[src/rtl/rgb_fade_sequencer.sv]
// RGB LED palette sequencer: walks a 7-colour rainbow and crossfades the three
// PWM duty words linearly toward each new colour, on request or after a hold time.
module rgb_fade_sequencer #(
    parameter int TICK_DIV   = 1_000_000,
    parameter int HOLD_TICKS = 100,
    parameter int STEP       = 1
) (
    input  logic       clk,
    input  logic       rst,
    input  logic       en,
    input  logic       auto,
    input  logic       dir,
    input  logic       step_req,
    output logic [7:0] duty_r,
    output logic [7:0] duty_g,
    output logic [7:0] duty_b,
    output logic [2:0] color_idx,
    output logic       busy
);

    localparam int PW = $clog2(TICK_DIV);
    localparam int HW = (HOLD_TICKS > 1) ? $clog2(HOLD_TICKS) : 1;
    localparam logic [PW-1:0] PRESC_MAX = PW'(TICK_DIV - 1);
    localparam logic [HW-1:0] HOLD_MAX  = HW'(HOLD_TICKS - 1);
    localparam logic [7:0]    STEP8     = 8'(STEP);

    typedef enum logic {SETTLED, FADE} state_t;

    state_t        state_q, state_d;
    logic [PW-1:0] presc_q, presc_d;
    logic [HW-1:0] hold_q, hold_d;
    logic [2:0]    idx_q, idx_d;
    logic          pend_q, pend_d;
    logic [23:0]   duty_q, duty_d;
    logic [23:0]   target;
    wire  [23:0]   stepped;
    logic          tick;
    logic          auto_fire;
    logic          fade_done;

    function automatic logic [23:0] palette(input logic [2:0] i);
        case (i)
            3'd0:    return 24'h7F_00_00;
            3'd1:    return 24'h7F_52_00;
            3'd2:    return 24'h7F_7F_00;
            3'd3:    return 24'h00_7F_00;
            3'd4:    return 24'h00_00_7F;
            3'd5:    return 24'h25_00_41;
            3'd6:    return 24'h77_41_77;
            default: return 24'h7F_00_00;
        endcase
    endfunction

    function automatic logic [2:0] next_idx(input logic [2:0] i, input logic d);
        if (d)
            return (i == 3'd0) ? 3'd6 : i - 3'd1;
        return (i == 3'd6) ? 3'd0 : i + 3'd1;
    endfunction

    assign target = palette(idx_q);

    // Each channel moves by at most STEP and lands exactly on target, so no overshoot or wrap.
    for (genvar gi = 0; gi < 3; gi++) begin : g_ch
        logic [7:0] cur, tgt, diff;
        assign cur  = duty_q[gi*8 +: 8];
        assign tgt  = target[gi*8 +: 8];
        assign diff = (tgt >= cur) ? (tgt - cur) : (cur - tgt);
        assign stepped[gi*8 +: 8] = (diff > STEP8) ?
                                    ((tgt >= cur) ? (cur + STEP8) : (cur - STEP8)) : tgt;
    end

    assign fade_done = (stepped == target);

    always_comb begin
        state_d   = state_q;
        presc_d   = presc_q;
        hold_d    = hold_q;
        idx_d     = idx_q;
        pend_d    = pend_q;
        duty_d    = duty_q;
        tick      = 1'b0;
        auto_fire = 1'b0;
        if (en) begin
            if (presc_q == PRESC_MAX) begin
                presc_d = '0;
                tick    = 1'b1;
            end else begin
                presc_d = presc_q + 1'b1;
            end

            if (state_q == SETTLED) begin
                auto_fire = auto && tick && (hold_q == HOLD_MAX);
                if (!auto)
                    hold_d = '0;
                else if (tick)
                    hold_d = (hold_q == HOLD_MAX) ? '0 : hold_q + 1'b1;
                // A manual request coinciding with the auto tick still yields one advance.
                if (step_req || auto_fire) begin
                    idx_d   = next_idx(idx_q, dir);
                    state_d = FADE;
                    hold_d  = '0;
                end
            end else begin
                if (step_req)
                    pend_d = 1'b1;
                if (tick) begin
                    duty_d = stepped;
                    if (fade_done) begin
                        hold_d = '0;
                        if (pend_q || step_req) begin
                            idx_d  = next_idx(idx_q, dir);
                            pend_d = 1'b0;
                        end else begin
                            state_d = SETTLED;
                        end
                    end
                end
            end
        end
    end

    always_ff @(posedge clk) begin
        if (rst) begin
            state_q <= SETTLED;
            presc_q <= '0;
            hold_q  <= '0;
            idx_q   <= 3'd0;
            pend_q  <= 1'b0;
            duty_q  <= 24'h7F_00_00;
        end else begin
            state_q <= state_d;
            presc_q <= presc_d;
            hold_q  <= hold_d;
            idx_q   <= idx_d;
            pend_q  <= pend_d;
            duty_q  <= duty_d;
        end
    end

    assign duty_r    = duty_q[23:16];
    assign duty_g    = duty_q[15:8];
    assign duty_b    = duty_q[7:0];
    assign color_idx = idx_q;
    assign busy      = (state_q == FADE);

endmodule

[config.mk]
export PLATFORM = sky130hd
export DESIGN_NAME = rgb_fade_sequencer
export DESIGN_NICKNAME = d
export VERILOG_FILES = /design/src/rtl/rgb_fade_sequencer.sv
export SDC_FILE = /design/constraint.sdc
export NUM_CORES = 1
export LEC_CHECK = 0
export ABC_CLOCK_PERIOD_IN_PS = 5980
export BUFFER_PORTS_ARGS = -buffer_cell sky130_fd_sc_hd__clkbuf_2
export CAP_MARGIN = 15
export CELL_PAD_IN_SITES_DETAIL_PLACEMENT = 1
export CELL_PAD_IN_SITES_GLOBAL_PLACEMENT = 1
export CORE_ASPECT_RATIO = 0.8
export CORE_UTILIZATION = 32
export DETAILED_ROUTE_END_ITERATION = 8
export GPL_TIMING_DRIVEN = 0
export PLACE_DENSITY_LB_ADDON = 0.1
export SYNTH_ARGS = -nofsm -noshare
export SYNTH_HDL_FRONTEND = slang
export SYNTH_SLANG_ARGS = --single-unit
[constraint.sdc]
create_clock -name clk -period 5.98 [get_ports clk]
set_input_delay 0.299 -clock clk [delete_from_list [all_inputs] [get_ports clk]]
set_output_delay 0.299 -clock clk [all_outputs]
set_load 0.05 [all_outputs]
==> reports/metrics.cfg <==
[synth]
synthDistinctLibCells=86
yosysTopAreaCell=dfxtp_1
syn_inst=781
synth_area_um2=6102
synth_edf_count=0
synthArstFlopShare=0
ys_seq_elements=56
yosysSeqAreaShare=0.1837
yosysWarnings=0
synth.top_cell.area_share=0.1837
synth.avg_cell_area_um2=7.813
yosys-top-cells-area=dfxtp_1, ha_1, nand2_1
synth_flop_cell=dfxtp_1
synth_nets=865

[sta]
fmax_ghz=0.1787
finalCritPeriodShare=0.9358
clock_skew_ps=9.342
slew_headroom=0.4619
tightest_slew_ps=795.9
hold_violations=0
whs_ps=417.7
fin_tns_setup_ps=0
setup_viol=0
rsz0062_at_grt=no
period_minus_slack_ps=5596
drv_slew=0

[clock_tree]
cts_inserted_buffers=5
clock_latency_ps=300
clock_path_buffers=2
cts_root_buf=clkbuf_16
clkTransAtPathRegs_ps=70
cts_tree=yes
ctsHoldBuffers=0
htree_levels=2
clock-sinks=56

[floorplan]
core_area_um2=18390
pin_count=34
rows=44
start_util=0.3319
die-area_um2=19630
fp.dieW_um=156.4
die-height_um=125.5

[detailed_routing]
routed_wl_um=18890
antenna_left=0
avgViaCountPerCell=5.438
dr.first_iter.drc_count=277
firstDrtPassIters=4
drc=0
wire_per_inst_um=17.59
dr_total_vias=5840

[critical_path]
crit_path_max_fanout=8
cp-end-kind=register
rr_startpoint=color_idx[0]$_SDFFE_PP0P_
reg2reg_depth=23
cp.arrival_ps=5820
critical_path_class=reg -> reg
critical_path.startpoint_type=register
worstPathRequired_ps=6210
cp-startpoint=color_idx[0]$_SDFFE_PP0P_

[cells_and_area]
layout_common_cells=nand2_1, nor2_1, ha_1
area_growth_pct=11.58
fin_util=0.3703
final_layout_size_suffix_gt1_frac=0.1181
layout_commonest_cell=nand2_1
layout.nets=904
final_design_area_no_fill_um2=6809
num_antenna_cells=0

[worst_hold_path]
min-delay-start=dir
holdPathStages=4
hp-class=in -> reg

[power]
power_density_nw_per_um2=211.1
p_leak_nw=2.830
peakVddDrop_v=0.0001523

[status]
status=completed

[place]
dp_hpwl_um=15010
post_dp_cell_area_um2=6583
portBuffers=32
finalWeightedCongestion=0.8062

[flow_run]
maxCapViolCount=0

[global_routing]
grt_pass1_vias=5992
grt.total_usage=0.1949
antenna_found_initial=0
gr-total-overflow=0
grt_first_pass_wirelength_um=31020
grt_max_degree=18

==> power breakdown <==
part	total [mW]	leakage (nW)	switching, mW	internal [mW]
registers	0.382	0.453	0.00528	0.377
clock network	0.300	0.0712	0.143	0.157
logic	0.755	2.31	0.450	0.305
total	1.44	2.83	0.599	0.839
==> path summary, 6_finish.rpt <==
| check | end | slack [ps] |
|---|---|---|
| worst max-delay path | hold_q[1]$_SDFFE_PP0P_ | 380 |
| worst min-delay path | color_idx[2]$_SDFFE_PP0P_ | 420 |
| worst max register to register | hold_q[1]$_SDFFE_PP0P_ | 380 |
| worst min register to register | hold_q[1]$_SDFFE_PP0P_ | 490 |
==> final cells by class <==
class / count / area, um2
tap: 253 / 316.6
clock inverter: 2 / 13.76
multi-input combinational: 634 / 4697
sequential: 56 / 1124
fill: 2285 / 11580
timing repair buffer: 35 / 180.2
buffer: 27 / 120.1
inverter: 61 / 229.0
clock buffer: 6 / 128.9
==> per-layer routing <==
layer / global-route usage / share of wire / vias to the layer above
met3: 0.02704 / 0.031 / 9
met4: 0.02768 / 0.0066 / 0
met5: 0 / 0 / -
met2: 0.3196 / 0.45 / 62
li1: - / - / 2891
met1: 0.2750 / 0.51 / 2878
==> synthesized netlist by cell type (all sizes together) (4+ instances only) <==
cell type  instances
nor3              19
a31oi              9
o211ai            11
xor2              28
nand2b            11
and4               6
a21o               7
nand4             15
a2111oi            4
o2bb2ai            5
o21ai             27
inv               61
nand3             24
o21bai             6
o31ai              8
nor2b              8
nor4               4
nor4b              5
ha                69
nand2             81
or3                5
fa                 9
buf               10
o2111ai            6
and3               5
mux2i             24
a21oi             52
or2                4
nor2              76
o21a              12
nand3b             5
xnor2             18
dfxtp             56
mux2               8
clkbuf            20
a221oi             4
a211oi            13
==> registers in the layout, indices dropped and copies added, names as in the netlist <==
register	cells
duty_q	24
presc_q	20
hold_q	7
color_idx	3
busy	1
pend_q	1
==> critical path, stage by stage (launching register included) <==
cell and delay (ps):
dfxtp_2 370, inv_1 160, ha_1 170, buf_2 210, or2_1 210, a21oi_1 100
a2bb2oi_4 220, ha_1 220, fa_1 410, nand2b_1 180, a21oi_2 210, o221ai_1 210
a21oi_2 250, inv_1 200, ha_1 400, o21ai_0 270, o21ai_1 150, a21boi_1 240
and3_1 210, o21ai_1 100, a2111o_1 440, a21oi_2 210, a21o_4 200, mux2i_1 170
==> kinds of logic (layout without fill, tap and decap cells) <==
kind of cell | Yosys count | count (layout) | synth area share
AOI/OAI and AO/OA | 196 | 196 | 0.2313
xor gates and xnor gates | 46 | 46 | 0.06602
muxes | 33 | 33 | 0.05967
and+or+nand+nor | 281 | 281 | 0.2297
DFF | 56 | 56 | 0.1837
buffers and inverters | 91 | 131 | 0.05864
adders and majority gates | 78 | 78 | 0.1710
==> what timing repair did <==
action                     in CTS  in global routing
setup buffers                   0                  2
gates cloned                    0                  0
gates resized for setup         5                 15
pin swaps                       0                  1
setup endpoints to repair      12                 12
==> stage by stage <==
| step | instances | power [mW] | setup slack (ps) |
|---|---|---|---|
| after floorplan | 781 | 0.9589 | 573.9 |
| after global placement | 1066 | 1.102 | -684.0 |
| after detailed placement | 1067 | 1.125 | -472.9 |
| after CTS | 1074 | 1.435 | 14.14 |
| after global routing | 1074 | 1.542 | 9.626 |
| final | 1074 | 1.438 | 383.8 |
No activity file was read; power rests on OpenSTA's default activity.
